**src/rtl/riscv_pkg.sv**
```systemverilog
// Shared RV64 datapath definitions: widths, ALU opcodes, memory-stage enums
// and the small lane/alignment helpers used by the memory stage.
package riscv_pkg;

  localparam int XLEN  = 64;
  localparam int LANES = XLEN / 8;

  localparam logic [3:0] OP_ADD  = 4'd0;
  localparam logic [3:0] OP_SUB  = 4'd1;
  localparam logic [3:0] OP_AND  = 4'd2;
  localparam logic [3:0] OP_OR   = 4'd3;
  localparam logic [3:0] OP_XOR  = 4'd4;
  localparam logic [3:0] OP_SLL  = 4'd5;
  localparam logic [3:0] OP_SRL  = 4'd6;
  localparam logic [3:0] OP_SRA  = 4'd7;
  localparam logic [3:0] OP_SLT  = 4'd8;
  localparam logic [3:0] OP_SLTU = 4'd9;

  typedef enum logic [1:0] {MEM_B, MEM_H, MEM_W, MEM_D} mem_size_t;

  typedef enum logic [2:0] {IDLE, REQ, WAIT, DONE, DRAIN} mem_state_t;

  function automatic logic is_misaligned(logic [2:0] off, mem_size_t size);
    case (size)
      MEM_B:   return 1'b0;
      MEM_H:   return off[0];
      MEM_W:   return |off[1:0];
      default: return |off;
    endcase
  endfunction

  // Byte strobes for an access of the given size starting at lane 'off'.
  function automatic logic [LANES-1:0] lane_mask(logic [2:0] off, mem_size_t size);
    logic [LANES-1:0] m;
    case (size)
      MEM_B:   m = 8'h01;
      MEM_H:   m = 8'h03;
      MEM_W:   m = 8'h0F;
      default: m = 8'hFF;
    endcase
    return m << off;
  endfunction

  function automatic logic [XLEN-1:0] replicate(logic [XLEN-1:0] d, mem_size_t size);
    case (size)
      MEM_B:   return {8{d[7:0]}};
      MEM_H:   return {4{d[15:0]}};
      MEM_W:   return {2{d[31:0]}};
      default: return d;
    endcase
  endfunction

endpackage

```
**src/rtl/mem_stage_if.sv**
```systemverilog
// Data-memory port of the memory stage: valid/grant request with a separate
// response strobe carrying read data or a store acknowledge.
interface mem_stage_if;
  import riscv_pkg::*;

  logic             dmem_req_o;
  logic             dmem_we_o;
  logic [XLEN-1:0]  dmem_addr_o;
  logic [LANES-1:0] dmem_wstrb_o;
  logic [XLEN-1:0]  dmem_wdata_o;
  logic             dmem_gnt_i;
  logic             dmem_rvalid_i;
  logic [XLEN-1:0]  dmem_rdata_i;

  modport master (
    output dmem_req_o, dmem_we_o, dmem_addr_o, dmem_wstrb_o, dmem_wdata_o,
    input  dmem_gnt_i, dmem_rvalid_i, dmem_rdata_i
  );

  modport slave (
    input  dmem_req_o, dmem_we_o, dmem_addr_o, dmem_wstrb_o, dmem_wdata_o,
    output dmem_gnt_i, dmem_rvalid_i, dmem_rdata_i
  );

endinterface

```
**src/rtl/mem_stage_load_align.sv**
```systemverilog
// Load-data aligner: picks the addressed bytes out of a 64-bit memory word
// and sign- or zero-extends them to the full register width.
module load_align
  import riscv_pkg::*;
(
  input  logic [XLEN-1:0] rdata,
  input  logic [2:0]      offset,
  input  mem_size_t       size,
  input  logic            is_unsigned,
  output logic [XLEN-1:0] data
);

  logic [XLEN-1:0] shifted;

  assign shifted = rdata >> {offset, 3'b000};

  always_comb begin
    data = '0;
    case (size)
      MEM_B:   data = is_unsigned ? {56'b0, shifted[7:0]}  : {{56{shifted[7]}},  shifted[7:0]};
      MEM_H:   data = is_unsigned ? {48'b0, shifted[15:0]} : {{48{shifted[15]}}, shifted[15:0]};
      MEM_W:   data = is_unsigned ? {32'b0, shifted[31:0]} : {{32{shifted[31]}}, shifted[31:0]};
      default: data = shifted;
    endcase
  end

endmodule

```
**src/rtl/mem_stage.sv**
```systemverilog
// RV64 memory-access stage: issues one data-memory access per load/store,
// aligns load data and hands exactly one result per instruction to writeback.
module mem_stage #(
  parameter int XLEN  = 64,
  parameter int LANES = XLEN / 8
) (
  input  logic             clk,
  input  logic             resetn,
  input  logic             valid_i,
  output logic             ready_o,
  input  logic [XLEN-1:0]  alu_res_i,
  input  logic [XLEN-1:0]  store_data_i,
  input  logic             mem_read_i,
  input  logic             mem_write_i,
  input  logic [1:0]       size_i,
  input  logic             unsigned_i,
  input  logic             flush_i,
  mem_stage_if.master      dmem,
  output logic             wb_valid_o,
  output logic [XLEN-1:0]  wb_data_o,
  output logic             misalign_o
);
  import riscv_pkg::*;

  mem_state_t       state, state_next;
  mem_size_t        size_in, size_q;
  logic             accept, is_mem, misaligned, resp;
  logic             unsigned_q, we_q, misalign_q;
  logic [XLEN-1:0]  addr_q, wdata_q, wb_data_q, load_data;
  logic [LANES-1:0] wstrb_q;

  assign size_in    = mem_size_t'(size_i);
  assign is_mem     = mem_read_i | mem_write_i;
  assign misaligned = is_mem & is_misaligned(alu_res_i[2:0], size_in);
  assign accept     = valid_i & ready_o & ~flush_i;
  assign resp       = dmem.dmem_rvalid_i &
                      (((state == REQ) & dmem.dmem_gnt_i) | (state == WAIT));

  always_ff @(posedge clk or negedge resetn) begin
    if (!resetn) state <= IDLE;
    else         state <= state_next;
  end

  // A flushed access that was already granted still owes us one rvalid;
  // DRAIN swallows it so it cannot be mistaken for the next instruction's.
  always_comb begin
    state_next = state;
    case (state)
      IDLE:  if (accept) state_next = (is_mem && !misaligned) ? REQ : DONE;
      REQ: begin
        if (flush_i) begin
          if (dmem.dmem_gnt_i && !dmem.dmem_rvalid_i) state_next = DRAIN;
          else                                        state_next = IDLE;
        end else if (dmem.dmem_gnt_i) begin
          state_next = dmem.dmem_rvalid_i ? DONE : WAIT;
        end
      end
      WAIT: begin
        if (dmem.dmem_rvalid_i) state_next = flush_i ? IDLE : DONE;
        else if (flush_i)       state_next = DRAIN;
      end
      DONE:  state_next = IDLE;
      DRAIN: if (dmem.dmem_rvalid_i) state_next = IDLE;
      default: state_next = IDLE;
    endcase
  end

  always_comb begin
    ready_o         = (state == IDLE);
    dmem.dmem_req_o = (state == REQ);
    wb_valid_o      = (state == DONE) & ~flush_i;
  end

  // Address is the ALU result, so it doubles as the pass-through value and
  // the faulting address; an aligned access overwrites it on response.
  always_ff @(posedge clk or negedge resetn) begin
    if (!resetn) begin
      addr_q     <= '0;
      size_q     <= MEM_B;
      unsigned_q <= 1'b0;
      we_q       <= 1'b0;
      wstrb_q    <= '0;
      wdata_q    <= '0;
      misalign_q <= 1'b0;
      wb_data_q  <= '0;
    end else if (accept) begin
      addr_q     <= alu_res_i;
      size_q     <= size_in;
      unsigned_q <= unsigned_i;
      we_q       <= mem_write_i;
      wstrb_q    <= mem_write_i ? lane_mask(alu_res_i[2:0], size_in) : '0;
      wdata_q    <= replicate(store_data_i, size_in);
      misalign_q <= misaligned;
      wb_data_q  <= alu_res_i;
    end else if (resp) begin
      wb_data_q  <= we_q ? '0 : load_data;
    end
  end

  load_align u_load_align (
    .rdata       (dmem.dmem_rdata_i),
    .offset      (addr_q[2:0]),
    .size        (size_q),
    .is_unsigned (unsigned_q),
    .data        (load_data)
  );

  assign dmem.dmem_we_o    = we_q;
  assign dmem.dmem_addr_o  = {addr_q[XLEN-1:3], 3'b000};
  assign dmem.dmem_wstrb_o = wstrb_q;
  assign dmem.dmem_wdata_o = wdata_q;
  assign wb_data_o         = wb_data_q;
  assign misalign_o        = misalign_q;

endmodule

```
**src/flat_wrapper.sv**
```systemverilog
// flat-port wrapper written by rule: the top's interface ports become plain ports
module mem_stage_flat import riscv_pkg::*;
#(
  parameter int XLEN  = 64,
  parameter int LANES = XLEN / 8
)
  (clk, resetn, valid_i, ready_o, alu_res_i, store_data_i, mem_read_i, mem_write_i, size_i, unsigned_i, flush_i, wb_valid_o, wb_data_o, misalign_o, dmem_dmem_req_o, dmem_dmem_we_o, dmem_dmem_addr_o, dmem_dmem_wstrb_o, dmem_dmem_wdata_o, dmem_dmem_gnt_i, dmem_dmem_rvalid_i, dmem_dmem_rdata_i);
  mem_stage_if dmem_i ();
  input  logic clk;
  input  logic resetn;
  input  logic valid_i;
  output logic ready_o;
  input  logic [XLEN-1:0] alu_res_i;
  input  logic [XLEN-1:0] store_data_i;
  input  logic mem_read_i;
  input  logic mem_write_i;
  input  logic [1:0] size_i;
  input  logic unsigned_i;
  input  logic flush_i;
  output logic wb_valid_o;
  output logic [XLEN-1:0] wb_data_o;
  output logic misalign_o;
  output wire logic [$bits(dmem_i.dmem_req_o)-1:0] dmem_dmem_req_o;
  output wire logic [$bits(dmem_i.dmem_we_o)-1:0] dmem_dmem_we_o;
  output wire logic [$bits(dmem_i.dmem_addr_o)-1:0] dmem_dmem_addr_o;
  output wire logic [$bits(dmem_i.dmem_wstrb_o)-1:0] dmem_dmem_wstrb_o;
  output wire logic [$bits(dmem_i.dmem_wdata_o)-1:0] dmem_dmem_wdata_o;
  input wire logic [$bits(dmem_i.dmem_gnt_i)-1:0] dmem_dmem_gnt_i;
  input wire logic [$bits(dmem_i.dmem_rvalid_i)-1:0] dmem_dmem_rvalid_i;
  input wire logic [$bits(dmem_i.dmem_rdata_i)-1:0] dmem_dmem_rdata_i;
  assign dmem_dmem_req_o = dmem_i.dmem_req_o;
  assign dmem_dmem_we_o = dmem_i.dmem_we_o;
  assign dmem_dmem_addr_o = dmem_i.dmem_addr_o;
  assign dmem_dmem_wstrb_o = dmem_i.dmem_wstrb_o;
  assign dmem_dmem_wdata_o = dmem_i.dmem_wdata_o;
  assign dmem_i.dmem_gnt_i = dmem_dmem_gnt_i;
  assign dmem_i.dmem_rvalid_i = dmem_dmem_rvalid_i;
  assign dmem_i.dmem_rdata_i = dmem_dmem_rdata_i;
  mem_stage #(.XLEN(XLEN), .LANES(LANES)) u_core (.clk(clk), .resetn(resetn), .valid_i(valid_i), .ready_o(ready_o), .alu_res_i(alu_res_i), .store_data_i(store_data_i), .mem_read_i(mem_read_i), .mem_write_i(mem_write_i), .size_i(size_i), .unsigned_i(unsigned_i), .flush_i(flush_i), .dmem(dmem_i), .wb_valid_o(wb_valid_o), .wb_data_o(wb_data_o), .misalign_o(misalign_o));
endmodule
```
**config.mk**
```make
export PLATFORM = sky130hd
export DESIGN_NAME = mem_stage_flat
export DESIGN_NICKNAME = d
export VERILOG_FILES = /design/src/rtl/riscv_pkg.sv /design/src/rtl/mem_stage_if.sv /design/src/rtl/mem_stage_load_align.sv /design/src/rtl/mem_stage.sv /design/src/flat_wrapper.sv
export SDC_FILE = /design/constraint.sdc
export NUM_CORES = 1
export LEC_CHECK = 0
export CAP_MARGIN = 40
export CORE_MARGIN = 3
export CORE_UTILIZATION = 49
export DETAILED_ROUTE_END_ITERATION = 16
export GPL_ROUTABILITY_DRIVEN = 1
export PLACE_DENSITY = 0.95
export SKIP_CTS_REPAIR_TIMING = 1
export SLEW_MARGIN = 10
export SYNTH_ARGS = -nofsm -noshare
export SYNTH_HDL_FRONTEND = slang
export SYNTH_SLANG_ARGS = --single-unit
```
**constraint.sdc**
```tcl
create_clock -name clk -period 5.58 [get_ports clk]
set_input_delay 1.674 -clock clk [delete_from_list [all_inputs] [get_ports clk]]
set_output_delay 1.674 -clock clk [all_outputs]
set_load 0.005 [all_outputs]
```
Word-level counts from Yosys, hierarchy flattened
Cells that the tools add are included.
{ "op_classes": {"reduce_logical": 11, "n_eq_ne": 12, "n_shift": 2, "bitwise_logic": 9, "n_mux": 23} }
{ "op_table": {"columns": ["cell", "count"], "rows": [
  ["$mux W64", 6],
  ["$pmux W64 S3", 2],
  ["$shr A64 B6 Y64", 1],
  ["$pmux W8 S3", 1],
  ["$mux W3", 7],
  ["$mux W8", 2],
  ["$pmux W3 S4", 1],
  ["$shl A8 B3 Y8", 1],
  ["$and A1 B1 Y1", 6],
  ["$eq A3 B2 Y1 const B", 2],
  ["$eq A2 B1 Y1 const B", 2],
  ["$eq A2 B2 Y1 const B", 2],
  ["$logic_not A2 Y1", 2],
  ["$mux W2", 2],
  ["$ne A2 B2 Y1 const B", 2],
  ["$reduce_and A4 Y1", 1],
  ["$eq A3 B1 Y1 const B", 1],
  ["$eq A3 B3 Y1 const B", 1],
  ["$logic_not A3 Y1", 1],
  ["$ne A3 B2 Y1 const B", 1],
  ["$ne A3 B3 Y1 const B", 1],
  ["$pmux W1 S3", 1],
  ["$reduce_or A3 Y1", 1],
  ["$logic_and A1 B1 Y1", 2],
  ["other kinds (6)", 8]
]} }
{ "word_totals": {"word_cells": 66, "output_inout_bits": 205, "regBits": 208} }

Logic depth before layout (Yosys ltp)
{ "logic_depth": {"ltp_word": 8, "ltp_mapped": 8, "ltp_nobuf": 5} }

Hierarchy
Synthesis repeated with hierarchy kept, for this count alone.
{ "hier_totals": {"hier_cells": 1308, "area_unflattened_um2": 12109.1} }
{ "by_module_without_submodules": {"columns": ["module", "instances", "cells_per_inst", "area_per_inst_um2"], "rows": [
  ["mem_stage", 1, 1044, 9809.4],
  ["load_align", 1, 264, 2299.7]
]} }

Worst setup path before layout
Ideal clock, no wire load.
{ "synth_timing": {"path_kind": "in2out", "startpoint": "in flush_i", "endpoint": "out wb_valid_o", "n_path_buf": 0, "cell_stages": 1, "slack_ns": 1.924, "arrival_ns": 1.982, "required_ns": 3.906, "path_cell_list": "nor4bb_1"} }
{ "synth_between": {"elab_chain_len": 2} }
{ "synth_lines": {"columns": ["item", "line_no", "rtl"], "rows": [
  ["start: declaration", "flat_wrapper.sv:19", "input logic flush_i;"],
  ["$not A1 Y1", "mem_stage.sv:71", "wb_valid_o = (state == DONE) & ~flush_i;"],
  ["$and A1 B1 Y1", "mem_stage.sv:71", null],
  ["end: declaration", "flat_wrapper.sv:20", "output logic wb_valid_o;"]
]} }
Every way passes these cells.

Worst setup path in the final report
Same ends and word-level chain as after synthesis.

==> metrics.md <==
| Metric | Value |
|---|---|
| Hold Path Depth | 2 |
| Vias in the first global route | 11.09k |
| Clock-pin slew on the worst setup and hold paths | 60 ps |
| Slew margin rel. | 0.4235 |
| Synth top area cells | dfrtp_1 (45%), nand2_1 (12%), mux2i_1 (5.5%), buf_4 (4.2%), o31ai_2 (3.2%) |
| Maximum VDD drop | 349.1 uV |
| Antenna violations before repair | 1 |
| Crit Path Max Fanout | 4 |
| PortBufs | 404 |
| Design Power | 8717 uW |
| WP data required | 3910 ps |
| Most frequent cell after synthesis | nand2_1 |
| Worst Path Arrival | 3000 ps |
| Post-Syn Area | ~11000 um^2 |
| Power density cells | 541.3 nW/um^2 |
| Mean Syn Cell Area | 8.972 um^2 |
| Sequential-to-total area share from yosys stat | 0.4529 |
| Final #Nets | 1771 |
| Post-synth top cells | nand2_1 (358), dfrtp_1 (208), nor2_1 (83) |
| Kind of critical path | in2out |
| Util after Layout | 0.7049 |
| Fin crit period | 4672 ps |
| Pre-antenna DRT Iters | 7 |
| Die width | 159.2 um |
| CTS tree | yes |
| Die footprint | 25330 um^2 |
| Max clock buf depth | 3 |
| RSZ-0062 raised after global routing | no |
| First-pass GRT wire length | approximately 65000 um |
| Leakage | 0.007044 uW |
| Largest family of logic cells by synthesized area | compound AO/OA/AOI/OAI gates |
| Worst-skew pair later-pin latency | 520 ps |
| Ys flop type | dfrtp_1 |
| Startpoint types | input port |
| Max-capacitance violation count | 0 |
| Hold Startpoint | u_core.dmem.dmem_wdata_o[4] |
| All-layer global routing usage | 0.3201 |
| Simple-Gate Fraction of Synth Area | 0.1710 |
| Slew @ Worst Pin | between 800 and 900 ps |
| Setup-failing EPs final | 0 |
| Xor/xnor share of the synthesized area | 0.0007620 |
| Dpl hpwl | a little over 30000 um |
| Clock root cell | clkbuf_16 |
| Synth Area in Adders | 0 |
| Setup crit end kind | output port |
| Die Ht | 159.2 um |
| Worst Reg-to-Reg Cells | 7 |
| Post-synth EDFFs | 0 |
| Post-route setup TNS | 0 ps |
| Number of buffers created by CTS | 24 |
| R2r setup slk | 2370 ps |
| Largest net degree at the start of global routing | between 150 and 200 |
| Yosys reg bits | between 200 and 250 |
| Max Freq | around 0.21 GHz |
| Initial Util | 0.5031 |
| Iter 0 DRT Violations | 1138 |
| Clock skew | around 26 ps |
| Yosys cell types | 58 |
| Crit share post-route | 0.8373 |
| Area grow syn2layout | 40.12% |
| Layout cell share with drive strength beyond 1 | 0.07692 |
| Area leader, netlist | dfrtp_1 |
| Synth Area in Compound Gates | 0.1990 |
| DR DRC count | 0 |
| H-tree depth | 1 |
| Antenna-violating nets left | 0 |
| Ys Warns | 0 |
| I/O pin total | 408 |
| FILL cells | between 1.5k and 2k |
| HP Class | reg2reg |
| Worst R2R End | u_core.wb_data_o[51] |
| Cells after Synth | around 1.3k |
| Synth top area share | 0.4529 |
| Core area | 22850 um^2 |
| Routed Wire Length | ~42000 um |
| Post-synth ARST share | 1.000 |
| FF-to-FF Start | u_core.addr_q[0] |
| Min-Delay Endpoint | u_core.dmem.dmem_wdata_o[4] |
| FP Rows | between 50 and 60 |
| Placer Congestion | 1.006 |
| Via count | ~11k |
| Fraction of synthesized area in multiplexers | 0.09438 |
| Overflow after GRT | 0 |
| Vias per cell | between 5 and 6 |
| Status | finished clean |
| Count of pins over their slew limit | 0 |
| Avg WL per Cell | about 22 um |
| Hold Vio Cnt, Final | 0 |
| Clk sinks | around 210 |
power breakdown:
group          switching, uW  internal [uW]
Combinational           2190           2260
Sequential               465           2210
Clock                    644            949
Total                   3300           5410
sequential cells by signal (all words and copies together) (netlist names):
| name | count |
|---|---|
| u_core.addr_q | 64 |
| u_core.unsigned_q | 1 |
| u_core.dmem.dmem_wstrb_o | 8 |
| u_core.dmem.dmem_we_o | 1 |
| u_core.wb_data_o | 64 |
| u_core.misalign_o | 1 |
| u_core.size_q | 2 |
| u_core.state | 3 |
| u_core.dmem.dmem_wdata_o | 64 |
placed cells by master, fill, tap and decap left out, types with 8 or more instances in the layout:
cell type,synthesis,final
clkdlybuf4s50_1,0,403
nor2_1,83,83
dfrtp_1,208,206
mux4_2,14,14
a21oi_1,60,60
a31oi_1,15,15
mux2_2,9,9
clkbuf_16,0,25
o22ai_1,10,10
a2bb2oi_1,14,14
a22oi_1,35,35
and2_1,16,15
o211ai_1,9,9
nand2_1,358,358
buf_4,65,10
a211oi_1,13,13
a221oi_1,23,23
o21ai_0,68,68
clkinv_2,0,9
nor2b_1,8,8
o31ai_2,29,29
mux2i_1,63,63
o2111ai_1,9,9
metrics by stage:
stage | hold slack, ps | std cells | worst slack [ps] | area [um^2]
6_report | 473.4 | 1900 | 907.9 | 16100
5_1_grt | 493.7 | 1900 | 858.8 | 16100
4_1_cts | 476.6 | 1899 | 915.6 | 16100
3_5_place_dp | 462.0 | 1855 | 949.1 | 15300
3_3_place_gp | 457.2 | 1849 | 958.1 | 15180
2_1_floorplan | 446.9 | 1283 | 1924 | 11500
worst max-delay path, cell delays in order:
cell	delay, ps
clkdlybuf4s50_1	460
nor4bb_1	300
clkdlybuf4s50_1	570
cell type report:
class,count,area [um^2],share of cell area
clock buffers,31,678.2,0.04211
multi-input cells,903,5369,0.3334
clock inverters,13,120.1,0.007459
flip-flops and latches,208,5210,0.3235
well taps,313,391.6,0.02432
inverters,9,33.78,0.002098
diodes,1,2.502,0.0001554
repair buffers,422,4299,0.2670
worst max path at each step:
stage / from / to / depth (start not counted)
after global routing: flush_i / wb_valid_o / 3
after global placement: flush_i / wb_valid_o / 3
after CTS: flush_i / wb_valid_o / 3
after detailed placement: flush_i / wb_valid_o / 3
final: flush_i / wb_valid_o / 3
after floorplan: flush_i / wb_valid_o / 1
metal layers:
layer | GRT usage | up-vias | wire length (um)
met4 | 0.1257 | 0 | 1956
met2 | 0.5215 | 683 | 19910
li1 | - | 5017 | -
met3 | 0.05697 | 122 | 3526
met5 | 0 | - | 0
met1 | 0.4282 | 5333 | 16260
cell families after synthesis:
kind of cell | after synthesis
muxes | 89
buffers and inverters | 172
xor gates and xnor gates | 1
AOI/OAI and AO/OA | 320
and+or+nand+nor | 490
other | 1
DFF | 208
(Power assumes the default switching activity.)
